**src/rtl/ddr3_rx_iod_train_ctrl.sv**
```systemverilog
// ---------------------------------------------------------------------------
// ddr3_rx_iod_train_ctrl
//
// Trains one DDR3 receive IOD lane (1:4 deserialised data) against a known,
// repeating training word. The controller first sweeps the IOD dynamic delay
// line from tap 0 upward, looking for the first contiguous run of taps where
// the captured word is stable and is some rotation of PATTERN. It then reloads
// the delay line, steps it to the centre of that window, and issues bit slips
// until the captured word equals PATTERN exactly.
//
// Ports
//   FAB_CLK                  fabric clock, all logic on the rising edge
//   RX_SYNC_RST              synchronous active-high reset
//   START                    one-cycle pulse to begin training (ignored when BUSY)
//   RX_DATA[3:0]             deserialised word from the input IOD
//   DELAY_LINE_OUT_OF_RANGE  IOD delay line has reached its limit
//   DELAY_LINE_MOVE          one-cycle tap step pulse
//   DELAY_LINE_DIRECTION     step direction, 1 = increment (high with MOVE)
//   DELAY_LINE_LOAD          one-cycle pulse returning the delay line to tap 0
//   RX_BIT_SLIP              one-cycle bit-slip pulse
//   BUSY                     training in progress
//   TRAIN_DONE               training succeeded (held until START/reset)
//   TRAIN_FAIL               training failed (held until START/reset)
//   TAP_VALUE[7:0]           current tap index
//   WIN_START[7:0]           first passing tap of the window
//   WIN_END[7:0]             last passing tap of the window
//   SLIP_COUNT[1:0]          bit slips issued
//
// All outputs are driven directly from registers.
// ---------------------------------------------------------------------------
module ddr3_rx_iod_train_ctrl #(
    parameter logic [3:0] PATTERN    = 4'b0011,
    parameter int         MAX_TAPS   = 128,
    parameter int         SETTLE_CYC = 8,
    parameter int         SAMPLE_CNT = 16
) (
    input  logic       FAB_CLK,
    input  logic       RX_SYNC_RST,
    input  logic       START,
    input  logic [3:0] RX_DATA,
    input  logic       DELAY_LINE_OUT_OF_RANGE,
    output logic       DELAY_LINE_MOVE,
    output logic       DELAY_LINE_DIRECTION,
    output logic       DELAY_LINE_LOAD,
    output logic       RX_BIT_SLIP,
    output logic       BUSY,
    output logic       TRAIN_DONE,
    output logic       TRAIN_FAIL,
    output logic [7:0] TAP_VALUE,
    output logic [7:0] WIN_START,
    output logic [7:0] WIN_END,
    output logic [1:0] SLIP_COUNT
);

    typedef enum logic [2:0] {
        ST_IDLE   = 3'd0,
        ST_LOAD   = 3'd1,
        ST_SETTLE = 3'd2,
        ST_SAMPLE = 3'd3,
        ST_SCAN   = 3'd4,
        ST_MOVE   = 3'd5,
        ST_CENTER = 3'd6,
        ST_ALIGN  = 3'd7
    } state_t;

    // True when word equals one of the four rotations of PATTERN.
    function automatic logic is_rotation(input logic [3:0] word);
        logic [3:0] rot;
        logic       hit;
        rot = PATTERN;
        hit = 1'b0;
        for (int i = 0; i < 4; i++) begin
            hit = hit | (word == rot);
            rot = {rot[2:0], rot[3]};
        end
        return hit;
    endfunction

    // Registered state.
    state_t     state_r, ret_r;
    logic [7:0] settle_cnt_r;
    logic [4:0] sample_cnt_r;
    logic [3:0] ref_r;
    logic       mismatch_r;
    logic       have_win_r;
    logic [7:0] target_r;
    logic [7:0] tap_r, win_start_r, win_end_r;
    logic [1:0] slip_cnt_r;
    logic       busy_r, done_r, fail_r;
    logic       load_r, move_r, dir_r, slip_r;

    // Next-state values.
    state_t     state_s, ret_s;
    logic [7:0] settle_cnt_s;
    logic [4:0] sample_cnt_s;
    logic [3:0] ref_s;
    logic       mismatch_s;
    logic       have_win_s;
    logic [7:0] target_s;
    logic [7:0] tap_s, win_start_s, win_end_s;
    logic [1:0] slip_cnt_s;
    logic       busy_s, done_s, fail_s;
    logic       load_s, move_s, dir_s, slip_s;

    // Scan evaluation helpers.
    logic       pass_s;
    logic       at_limit_s;
    logic       end_scan_s;
    logic [8:0] win_sum_s;

    // Next-state and next-output logic for the training sequence.
    always_comb begin
        state_s      = state_r;
        ret_s        = ret_r;
        settle_cnt_s = settle_cnt_r;
        sample_cnt_s = sample_cnt_r;
        ref_s        = ref_r;
        mismatch_s   = mismatch_r;
        have_win_s   = have_win_r;
        target_s     = target_r;
        tap_s        = tap_r;
        win_start_s  = win_start_r;
        win_end_s    = win_end_r;
        slip_cnt_s   = slip_cnt_r;
        busy_s       = busy_r;
        done_s       = done_r;
        fail_s       = fail_r;
        // Strobes are single-cycle: low unless a state below raises them.
        load_s       = 1'b0;
        move_s       = 1'b0;
        dir_s        = 1'b0;
        slip_s       = 1'b0;
        pass_s       = 1'b0;
        at_limit_s   = 1'b0;
        end_scan_s   = 1'b0;
        win_sum_s    = 9'd0;

        case (state_r)
            ST_IDLE: begin
                if (START) begin
                    busy_s       = 1'b1;
                    done_s       = 1'b0;
                    fail_s       = 1'b0;
                    tap_s        = 8'd0;
                    win_start_s  = 8'd0;
                    win_end_s    = 8'd0;
                    slip_cnt_s   = 2'd0;
                    have_win_s   = 1'b0;
                    target_s     = 8'd0;
                    sample_cnt_s = 5'd0;
                    ret_s        = ST_SAMPLE;
                    state_s      = ST_LOAD;
                end else begin
                    state_s = ST_IDLE;
                end
            end

            ST_LOAD: begin
                load_s       = 1'b1;
                tap_s        = 8'd0;
                settle_cnt_s = 8'd0;
                state_s      = ST_SETTLE;
            end

            ST_SETTLE: begin
                if (settle_cnt_r == 8'(SETTLE_CYC - 1)) begin
                    settle_cnt_s = 8'd0;
                    state_s      = ret_r;
                end else begin
                    settle_cnt_s = settle_cnt_r + 8'd1;
                end
            end

            ST_SAMPLE: begin
                // First word becomes the reference; later words must match it.
                if (sample_cnt_r == 5'd0) begin
                    ref_s      = RX_DATA;
                    mismatch_s = 1'b0;
                end else if (RX_DATA != ref_r) begin
                    mismatch_s = 1'b1;
                end else begin
                    mismatch_s = mismatch_r;
                end
                if (sample_cnt_r < 5'(SAMPLE_CNT)) begin
                    sample_cnt_s = sample_cnt_r + 5'd1;
                end else begin
                    sample_cnt_s = sample_cnt_r;
                end
                if (sample_cnt_r == 5'(SAMPLE_CNT - 1)) begin
                    state_s = ST_SCAN;
                end else begin
                    state_s = ST_SAMPLE;
                end
            end

            ST_SCAN: begin
                sample_cnt_s = 5'd0;
                pass_s       = !mismatch_r && is_rotation(ref_r);
                at_limit_s   = (tap_r == 8'(MAX_TAPS - 1)) || DELAY_LINE_OUT_OF_RANGE;
                if (pass_s) begin
                    if (!have_win_r) begin
                        win_start_s = tap_r;
                    end else begin
                        win_start_s = win_start_r;
                    end
                    win_end_s  = tap_r;
                    have_win_s = 1'b1;
                    end_scan_s = at_limit_s;
                end else begin
                    // A fail after a window closes it: only the first window counts.
                    end_scan_s = have_win_r || at_limit_s;
                end
                if (end_scan_s) begin
                    if (have_win_s) begin
                        win_sum_s = {1'b0, win_start_s} + {1'b0, win_end_s};
                        target_s  = win_sum_s[8:1];
                        ret_s     = ST_CENTER;
                        state_s   = ST_LOAD;
                    end else begin
                        fail_s  = 1'b1;
                        busy_s  = 1'b0;
                        state_s = ST_IDLE;
                    end
                end else begin
                    state_s = ST_MOVE;
                end
            end

            ST_MOVE: begin
                move_s       = 1'b1;
                dir_s        = 1'b1;
                tap_s        = tap_r + 8'd1;
                settle_cnt_s = 8'd0;
                state_s      = ST_SETTLE;
            end

            ST_CENTER: begin
                // ret_r stays ST_CENTER so each MOVE settles and returns here.
                if (tap_r == target_r) begin
                    state_s = ST_ALIGN;
                end else begin
                    state_s = ST_MOVE;
                end
            end

            ST_ALIGN: begin
                if (RX_DATA == PATTERN) begin
                    done_s  = 1'b1;
                    busy_s  = 1'b0;
                    state_s = ST_IDLE;
                end else if (slip_cnt_r == 2'd3) begin
                    fail_s  = 1'b1;
                    busy_s  = 1'b0;
                    state_s = ST_IDLE;
                end else begin
                    slip_s       = 1'b1;
                    slip_cnt_s   = slip_cnt_r + 2'd1;
                    settle_cnt_s = 8'd0;
                    ret_s        = ST_ALIGN;
                    state_s      = ST_SETTLE;
                end
            end

            default: begin
                state_s = ST_IDLE;
            end
        endcase
    end

    // State and output registers with synchronous reset.
    always_ff @(posedge FAB_CLK) begin
        if (RX_SYNC_RST) begin
            state_r      <= ST_IDLE;
            ret_r        <= ST_IDLE;
            settle_cnt_r <= 8'd0;
            sample_cnt_r <= 5'd0;
            ref_r        <= 4'd0;
            mismatch_r   <= 1'b0;
            have_win_r   <= 1'b0;
            target_r     <= 8'd0;
            tap_r        <= 8'd0;
            win_start_r  <= 8'd0;
            win_end_r    <= 8'd0;
            slip_cnt_r   <= 2'd0;
            busy_r       <= 1'b0;
            done_r       <= 1'b0;
            fail_r       <= 1'b0;
            load_r       <= 1'b0;
            move_r       <= 1'b0;
            dir_r        <= 1'b0;
            slip_r       <= 1'b0;
        end else begin
            state_r      <= state_s;
            ret_r        <= ret_s;
            settle_cnt_r <= settle_cnt_s;
            sample_cnt_r <= sample_cnt_s;
            ref_r        <= ref_s;
            mismatch_r   <= mismatch_s;
            have_win_r   <= have_win_s;
            target_r     <= target_s;
            tap_r        <= tap_s;
            win_start_r  <= win_start_s;
            win_end_r    <= win_end_s;
            slip_cnt_r   <= slip_cnt_s;
            busy_r       <= busy_s;
            done_r       <= done_s;
            fail_r       <= fail_s;
            load_r       <= load_s;
            move_r       <= move_s;
            dir_r        <= dir_s;
            slip_r       <= slip_s;
        end
    end

    assign DELAY_LINE_MOVE      = move_r;
    assign DELAY_LINE_DIRECTION = dir_r;
    assign DELAY_LINE_LOAD      = load_r;
    assign RX_BIT_SLIP          = slip_r;
    assign BUSY                 = busy_r;
    assign TRAIN_DONE           = done_r;
    assign TRAIN_FAIL           = fail_r;
    assign TAP_VALUE            = tap_r;
    assign WIN_START            = win_start_r;
    assign WIN_END              = win_end_r;
    assign SLIP_COUNT           = slip_cnt_r;

endmodule
```
**config.mk**
```make
export PLATFORM = sky130hd
export DESIGN_NAME = ddr3_rx_iod_train_ctrl
export DESIGN_NICKNAME = d
export VERILOG_FILES = /design/src/rtl/ddr3_rx_iod_train_ctrl.sv
export SDC_FILE = /design/constraint.sdc
export NUM_CORES = 1
export LEC_CHECK = 0
export ABC_AREA = 1
export BUFFER_PORTS_ARGS = -buffer_cell sky130_fd_sc_hd__buf_4
export CAP_MARGIN = 0
export CORE_ASPECT_RATIO = 1.75
export CORE_MARGIN = 1
export CORE_UTILIZATION = 50
export CTS_CLUSTER_DIAMETER = 30
export DETAILED_ROUTE_END_ITERATION = 8
export GPL_TIMING_DRIVEN = 0
export PLACE_DENSITY = 0.72
export RECOVER_POWER = 25
export SETUP_SLACK_MARGIN = 0.02
export SLEW_MARGIN = 10
export SYNTH_ARGS = -nofsm -noshare
export SYNTH_HDL_FRONTEND = slang
export SYNTH_SLANG_ARGS = --single-unit
```
**constraint.sdc**
```tcl
create_clock -name FAB_CLK -period 2.5 [get_ports FAB_CLK]
set_clock_uncertainty 0.2 [all_clocks]
set_input_delay 0.125 -clock FAB_CLK [delete_from_list [all_inputs] [get_ports FAB_CLK]]
set_output_delay 0.125 -clock FAB_CLK [all_outputs]
set_load 0.05 [all_outputs]
```
---- Word-level counts from Yosys, hierarchy flattened ----
Cells that the tools add are included.
storage, ports and cells
  flip-flop bits (word level) ............. 65
  input bits .............................. 8
  output and inout bits ................... 33
  logic and storage cells ................. 146
cells by class
  $add $sub $neg .......................... 5
  $lt $le $gt $ge ......................... 1
  eq/ne operators ......................... 29
  multiplexer cells ....................... 62
  bitwise gates (word level) .............. 4
  reductions and logical operators ........ 27
operator list
  cell                                                 count
  two-way mux 8 bit                                    11
  case mux 8 bit (2 select lines)                      3
  case mux 8 bit (3 select lines)                      2
  two-way mux 3 bit                                    8
  two-way mux 1 bit                                    22
  case mux 3 bit (7 select lines)                      1
  inequality test 2 bit, second input constant         10
  adder 8 x 1 -> 8 bit, second input constant          2
  case mux 5 bit (3 select lines)                      1
  equality test 3 bit, second input constant           4
  two-way mux 2 bit                                    6
  AND reduction 6 bit                                  2
  nonzero test 3 bit                                   4
  two-way mux 5 bit                                    2
  adder 8 x 8 -> 9 bit                                 1
  case mux 3 bit (3 select lines)                      1
  AND reduction 3 bit                                  3
  equality test 4 x 2 -> 1 bit, second input constant  2
  equality test 4 bit, second input constant           2
  equality test 8 x 3 -> 1 bit, second input constant  1
  equality test 8 x 7 -> 1 bit, second input constant  1
  equality test 8 bit                                  1
  AND reduction 2 bit                                  4
  AND reduction 4 bit                                  2
  24 further kinds                                     32

---- Longest topological paths before layout ----
Gate-level depths: netlist (run 1).
  depth in word-level cells ............... 11
  depth in mapped cells ................... 19
  depth with buffers taken out ............ 18

---- Least setup slack after synthesis (run 1) ----
OpenSTA, ideal clock, no wires.
  path kind ............................... reg-to-reg
  start ................................... register ref_r[3]
  end ..................................... register target_r[5]
  setup time .............................. 134 ps
  arrival time ............................ 2252 ps
  required time ........................... 2166 ps
  path slack .............................. -86 ps
  cell stages (with the launch flop) ...... 18
  path buffers ............................ 1
  period minus slack after synthesis ...... 2586 ps
  path through ............................ dfxtp_1 -> nor2_1 -> nor2_4 -> nand2_4 -> buf_6 -> nor2_2 -> nand2_1 -> o21ai_0 -> inv_1 -> fa_1 -> nor2_1 -> nand2_2 -> nand2_2 -> nand3_2 -> nand2_1 -> nand2_1 -> nand3_1 -> a21oi_1
between the ends
  longest elaborated chain between the ends .. 11
  elaborated cells on any way between the ends .. 23
  those cells by class .................... add/sub: 1; eq/ne: 6; mux: 11; bitwise: 3; reduce/logical: 2
RTL lines
  what                                                                          RTL line  text
  from (decl)                                                                   83        logic [3:0] ref_r;
  from (signal assigned)                                                        297       ref_r <= ref_s;
  equality test 4 x 2 -> 1 bit or equality test 4 x 3 -> 1 bit (tied branches)  73        hit = hit | (word == rot);
  bitwise OR 1 bit (2 in series)                                                73
  bitwise OR 1 bit *                                                            73
  logical AND 1 bit *                                                           198       pass_s = !mismatch_r && is_rotation(ref_r);
  two-way mux 8 bit                                                             200       if (pass_s) begin
  two-way mux 8 bit                                                             138       case (state_r)
  adder 8 x 8 -> 9 bit                                                          215       win_sum_s = {1'b0, win_start_s} + {1'b0, win_end_s};
  two-way mux 8 bit                                                             214       if (have_win_s) begin
  two-way mux 8 bit                                                             213       if (end_scan_s) begin
  case mux 8 bit (2 select lines)                                               138
  to (signal assigned)                                                          300       target_r <= target_s;
  to (decl)                                                                     86        logic [7:0] target_r;
Every way passes the cells marked *; elsewhere a longest branch is shown, timed or not. The select of a mux whose other input is x is not followed.
A chain may end at the register's enable or synchronous reset.

---- Worst setup path in the final report (run 1) ----
  start ................................... register ref_r[2]
  end ..................................... register target_r[5]
The elaborated chain is that of the path after synthesis.

==> results of run 1 <==
[worst max path at each step]
stage | start | end | slack, ps
after floorplan | ref_r[1] | target_r[5] | 30
after global placement | ref_r[1] | target_r[5] | -160
after detailed placement | ref_r[1] | target_r[5] | -220
after CTS | ref_r[1] | target_r[5] | 30
after global routing | ref_r[2] | target_r[5] | -90
final | ref_r[2] | target_r[5] | 20
[cell usage after synthesis (all sizes together)]
cell type  count  area (um2)
a211oi         4       35.03
nor3b          2       15.01
nand2        154       653.1
ha            12       150.1
nand4          5       31.28
xnor2         10       87.58
nor4           3       18.77
mux2           1       11.26
clkbuf         5       18.77
buf            8       72.56
fa             1       20.02
o211ai         1       7.510
or2            6       37.54
a22oi          2       15.01
a21oi         49       252.8
dfxtp         65        1301
o21ai         21       116.4
xor2           4       35.03
a2bb2oi        1       8.760
a31oi          2       12.51
o21bai         2       15.01
o31ai          1       7.510
o21a           1       7.510
nor3          15       80.08
inv           80       302.8
nor2          59       266.5
a2111oi        1       8.760
and3           2       12.51
nand3b         1       7.510
nand3         35       205.2
a221oi         1       8.760
[through the flow]
step / cells / utilization, % / power (mW)
2_1_floorplan: 554 / - / 2.073
3_3_place_gp: 680 / 58.23 / 2.332
3_5_place_dp: 680 / 58.23 / 2.346
4_1_cts: 707 / 63.53 / 3.508
5_1_grt: 710 / 64.00 / 3.704
6_report: 710 / 64.00 / 3.488
[power groups by stage]
stage,Clock [mW],Combinational [mW],Sequential (mW)
after global placement,0,1.09,1.24
after floorplan,0,0.756,1.32
after detailed placement,0,1.10,1.24
after global routing,1.19,1.26,1.24
final,1.13,1.13,1.23
after CTS,1.15,1.14,1.22
[metal layers]
metal  part of all wire, %  wire, um  track usage (%)
met1                    37      3696            27.34
met2                    53      5258            46.94
met3                   3.9       388            5.620
met4                   6.1       603            19.53
met5                     0         0                0
[cell families after synthesis]
family          Yosys count  share of synthesized area, %
simple gates            282                         34.73
fa+ha+maj                13                         4.452
compound gates           86                         12.96
mux                       1                        0.2946
flops                    65                         34.04
xor+xnor                 14                         3.208
buf+inv                  93                         10.31
[flip-flops by register name (all words and copies together) (netlist names), 4 cells and up]
register,flops
settle_cnt_r,8
WIN_START,8
ref_r,4
TAP_VALUE,8
WIN_END,8
sample_cnt_r,5
target_r,8
[cell type report]
type | count | area (um2) | share of cell area, %
Buffer | 11 | 75.07 | 1.610
Clock buffer | 14 | 264.0 | 5.663
Inverter | 80 | 302.8 | 6.495
Multi-Input combinational cell | 396 | 2225 | 47.72
Sequential cell | 65 | 1316 | 28.23
Tap cell | 86 | 107.6 | 2.308
Timing Repair Buffer | 58 | 371.6 | 7.971
[critical path, stage by stage (launching register included)]
cell and delay (ps):
dfxtp_4 360, nand2_1 80, inv_2 50, nor2_4 120, buf_6 130, buf_8 120
nand3_1 80, nand2_1 110, nand2_2 100, fa_2 410, nor2_2 120, nand2_2 60
nand2_2 80, nand3_2 90, nand2_1 70, nand2_1 40, nand3_1 60, a21oi_1 60
[what timing repair did]
action	4_1_cts	5_1_grt
setup buffers	8	4
gates resized for setup	8	25
endpoints found under the hold margin	9	0
endpoints found under the setup margin	7	6
pin swaps	4	13
hold buffers	6	0
==> impl_metrics.csv, run 1 <==
group,metric,value,unit
outcome,status,"completed",
floorplanning,die_area,8012,um2
global_routing,grt_use_total,27.31,%
setup_path,crit_path_max_fanout,10,
logic_synthesis,synth_area_per_cell,6.900,um2
power,p_leak,1.970,nW
logic_synthesis,syn_inst,554,
min_path,min_path_type,"input pin to flip-flop",
placement,place_area,4242,um2
setup_path,rrSetupSlack,20,ps
cts,clk_pin_slew_worst_paths,50,ps
sta,setup_viol,0,
global_routing,grt_pass1_vias,3711,
logic_synthesis,netlist_area,3822,um2
cts,clk_latency,330,ps
cts,cts_tree,"yes",
flow_run,cap_violations,0,
power,p_clk_share,32.3,%
sta,final.min_clock_period,2480,ps
logic_synthesis,ys_seq_elements,65,
sta,rsz0062_at_grt,"true",
setup_path,reg2reg_to,"target_r[5]",
global_routing,overflow,0,
sta,slew_headroom,54.90,%
logic_synthesis,syn_nets,575,
logic_synthesis,synth_cell_types,46,
sta,max_freq,0.4032,GHz
power,power_density,748.2,nW/um2
sta,fin_ws,19.55,ps
final_layout,final_common_cell,"nand2_1",
placement,dp_hpwl,7.454,mm
final_layout,finalInstanceArea,4662,um2
placement,pre_cts_ws,-223.7,ps
setup_path,crit_path_end_kind,"flip-flop",
setup_path,r2r-start,"ref_r[2]",
final_layout,nets,642,
setup_path,start_kind,"flip-flop",
drt,wl,9.947,mm
setup_path,rr_worst_depth,17,
setup_path,cp_data_arrival_time,2460,ps
power,p_sw_share,36.48,%
cts,cts_buffer_depth,2,
sta,hold_viol,0,
floorplanning,fp.dieH,117.7,um
power,power_frac_seq,35.2,%
drt,drtAntennaViolNets,0,
drt,num_vias,3734,
drt,routed_via_density,5.259,
drt,drt_iter0_markers,204,
floorplanning,initial_core_util,52.47,%
cts,cts.htree.levels,3,
floorplanning,die_x,68.10,um
sta,setup_tns,0,ps
logic_synthesis,yosysSeqAreaShare,34.04,%
cts,cts_made_buffers,9,
final_layout,diodes,0,
final_layout,drive_gt1_share,20.03,%
power,share_comb_of_total_power,32.5,%
drt,drtPass1Iterations,5,
placement,place_congestion,0.8861,
setup_path,crit_required,2480,ps
global_routing,grt_antenna_before_repair,0,
min_path,holdPathStages,6,
sta,period_share,99.22,%
power,internal_power,2.216,mW
final_layout,n_fill_cell,707,
setup_path,crit_type,"flip-flop to flip-flop",
sta,maxSlewViolCount,0,
drt,drc,0,
final_layout,final_cell_mix,"nand2_1, inv_1, dfxtp_1, nor2_1, a21oi_1",
power,p_sw,1.273,mW
cts,cts.root.buffer_cell,"clkbuf_16",
sta,worst_pin_slew,671.4,ps
min_path,worstHoldStart,"DELAY_LINE_OUT_OF_RANGE",
final_layout,area.growth.synth_to_final,21.96,%
global_routing,grt_max_degree,11,
placement,port_buffers,40,
cts,clock-sinks,65,
sta,timing.hold.ws,58.84,ps
global_routing,grt_pass1_wl,16.54,mm
logic_synthesis,yosysWarnings,0,
min_path,whs_endpoint,"state_r[0]",
floorplanning,core_area,7284,um2
power,vdd_drop_max,597.4,uV
floorplanning,row_count,41,
drt,wire_per_inst,14.01,um
floorplanning,io_pins,41,
No activity file was read; power rests on OpenSTA's default activity.
==> inputs of run 2 (changes only) <==
- CTS_BUF_LIST: unset -> sky130_fd_sc_hd__clkbuf_2
==> impl_metrics.csv, run 2 (synthesis results as in run 1) <==
group,metric,value,unit
global_routing,gr-max-usage-layer,"met2",
final_layout,fin_util,63.71,%
floorplanning,initial_core_util,52.47,%
setup_path,rrSetupSlack,-8,ps
power,p_sw_share,42.81,%
placement,dp_hpwl,7.454,mm
global_routing,use_met2,46.88,%
placement,port_buffers,40,
power,vdd_drop_max,531.4,uV
setup_path,crit_type,"flip-flop to flip-flop",
floorplanning,fp.dieH,117.7,um
global_routing,grt_max_degree,11,
drt,drt_iter0_markers,209,
min_path,holdPathStages,3,
flow_run,cap_violations,0,
sta,maxSlewViolCount,0,
sta,period_share,100.3,%
floorplanning,core_area,7284,um2
setup_path,crit_required,2700,ps
global_routing,grtUsageMet3,5.136,%
setup_path,crit_start,"ref_r[2]",
power,p_clk_share,17.1,%
global_routing,grt_pass1_wl,16.55,mm
setup_path,cpPeakStageDelay,410,ps
floorplanning,die_x,68.10,um
power,finalPower,2.898,mW
global_routing,grt_antenna_before_repair,0,
cts,cts.htree.levels,3,
final_layout,final_cell_mix,"nand2_1, inv_1, dfxtp_1, nor2_1, a21oi_1",
global_routing,grt_pass1_vias,3672,
drt,routed_via_density,5.366,
setup_path,crit_chain,"nand2_2 > inv_2 > nor2_4 > nand2_4 > buf_6 > nand2_1 > nand2_1 > nand2_2 > fa_2 > nor2_2 > nand2_2 > nand2_2 > nand3_2 > nand2_1 > nand2_1 > nand3_2 > a21oi_2",
final_layout,area.growth.synth_to_final,21.41,%
setup_path,reg2reg_to,"target_r[5]",
sta,hold_viol,0,
power,power_density,624.4,nW/um2
power,power_frac_seq,42.2,%
setup_path,rr_worst_depth,17,
min_path,worstHoldStart,"RX_SYNC_RST",
setup_path,crit_family,"simple AND/OR/NAND/NOR gates",
power,p_leak,1.972,nW
drt,drtAntennaViolNets,0,
power,share_comb_of_total_power,40.7,%
sta,rsz0062_at_grt,"true",
power,p_sw,1.240,mW
setup_path,r2r-start,"ref_r[2]",
cts,clk_latency,550,ps
final_layout,final_common_cell,"nand2_1",
cts,cts.root.buffer_cell,"clkbuf_2",
outcome,status,"complete, but fails checks",
cts,cts_made_buffers,9,
setup_path,crit_path_max_fanout,10,
sta,max_freq,0.3987,GHz
final_layout,drive_gt1_share,24.69,%
floorplanning,die_area,8012,um2
final_layout,n_fill_cell,718,
final_layout,diodes,0,
sta,setup_tns,-8.313,ps
min_path,min_path_type,"input pin to flip-flop",
global_routing,use_met1,27.56,%
sta,slew_headroom,54.09,%
setup_path,cp_data_arrival_time,2710,ps
drt,wl,10.68,mm
floorplanning,row_count,41,
outcome,violations,"setup timing",
power,internal_power,1.657,mW
sta,final.min_clock_period,2508,ps
setup_path,crit_path_end_kind,"flip-flop",
global_routing,grt_use_total,27.69,%
sta,setup_viol,1,
setup_path,critPathSlowestCell,"dfxtp_4",
sta,fin_ws,-8.313,ps
drt,drc,0,
setup_path,start_kind,"flip-flop",
setup_path,critPathBufInv,2,
final_layout,nets,654,
placement,place_congestion,0.8861,
cts,clk_pin_slew_worst_paths,160,ps
min_path,whs_endpoint,"DELAY_LINE_DIRECTION",
sta,worst_pin_slew,683.4,ps
drt,num_vias,3874,
cts,cts_buffer_depth,2,
drt,drtPass1Iterations,4,
cts,clock-sinks,65,
drt,wire_per_inst,14.79,um
cts,cts_tree,"yes",
floorplanning,io_pins,41,
global_routing,overflow,0,
==> run 2: worst min-delay path: stages <==
cell           delay [ps]
dlygate4sd3_1         530
buf_4                 130
nor2_1                 80
==> run 2: area by class of cell <==
cell class	instances	area [um2]	share of cell area, %
timing repair buffer	71	490.5	10.57
multi-input combinational	396	2295	49.45
buffer	10	63.81	1.375
sequential	65	1311	28.26
inverter	80	305.3	6.579
clock inverter	2	7.507	0.1618
tap	86	107.6	2.319
clock buffer	12	60.06	1.294
==> run 2: metrics by stage <==
stage	instances	hold slack [ps]	worst slack (ps)	cell area, um2
floorplan	554	30.07	34.65	3834
global placement	680	192.9	-164.2	4242
detailed placement	680	193.0	-223.7	4242
CTS	712	158.2	23.52	4472
global route	722	167.6	-127.5	4641
finish	722	176.6	-8.313	4641
==> run 2: worst max path at each step <==
stage / to / cells after the start
6_report: target_r[5] / 17
2_1_floorplan: target_r[5] / 18
5_1_grt: target_r[6] / 16
4_1_cts: target_r[5] / 17
3_3_place_gp: target_r[5] / 18
3_5_place_dp: target_r[5] / 18
==> run 2: routing by layer <==
| metal | wire length (um) | part of all wire (%) |
|---|---|---|
| met3 | 510 | 4.8 |
| met4 | 640 | 6.0 |
| met5 | 0 | 0 |
| met2 | 5593 | 52 |
| met1 | 3936 | 37 |
==> run 2: power groups by stage <==
stage | Combinational (mW) | Sequential (mW) | Clock, mW
after floorplan | 0.756 | 1.32 | 0
after global placement | 1.09 | 1.24 | 0
after detailed placement | 1.10 | 1.24 | 0
after CTS | 1.15 | 1.22 | 0.506
after global routing | 1.32 | 1.24 | 0.546
final | 1.18 | 1.22 | 0.495
==> run 2: repair_timing <==
action / 4_1_cts / 5_1_grt
buffers inserted: 12 / 13
gates resized for setup: 8 / 49
hold buffers: 7 / 0
setup endpoints to repair: 7 / 6
hold endpoints to repair: 53 / 0
pin swaps: 4 / 25
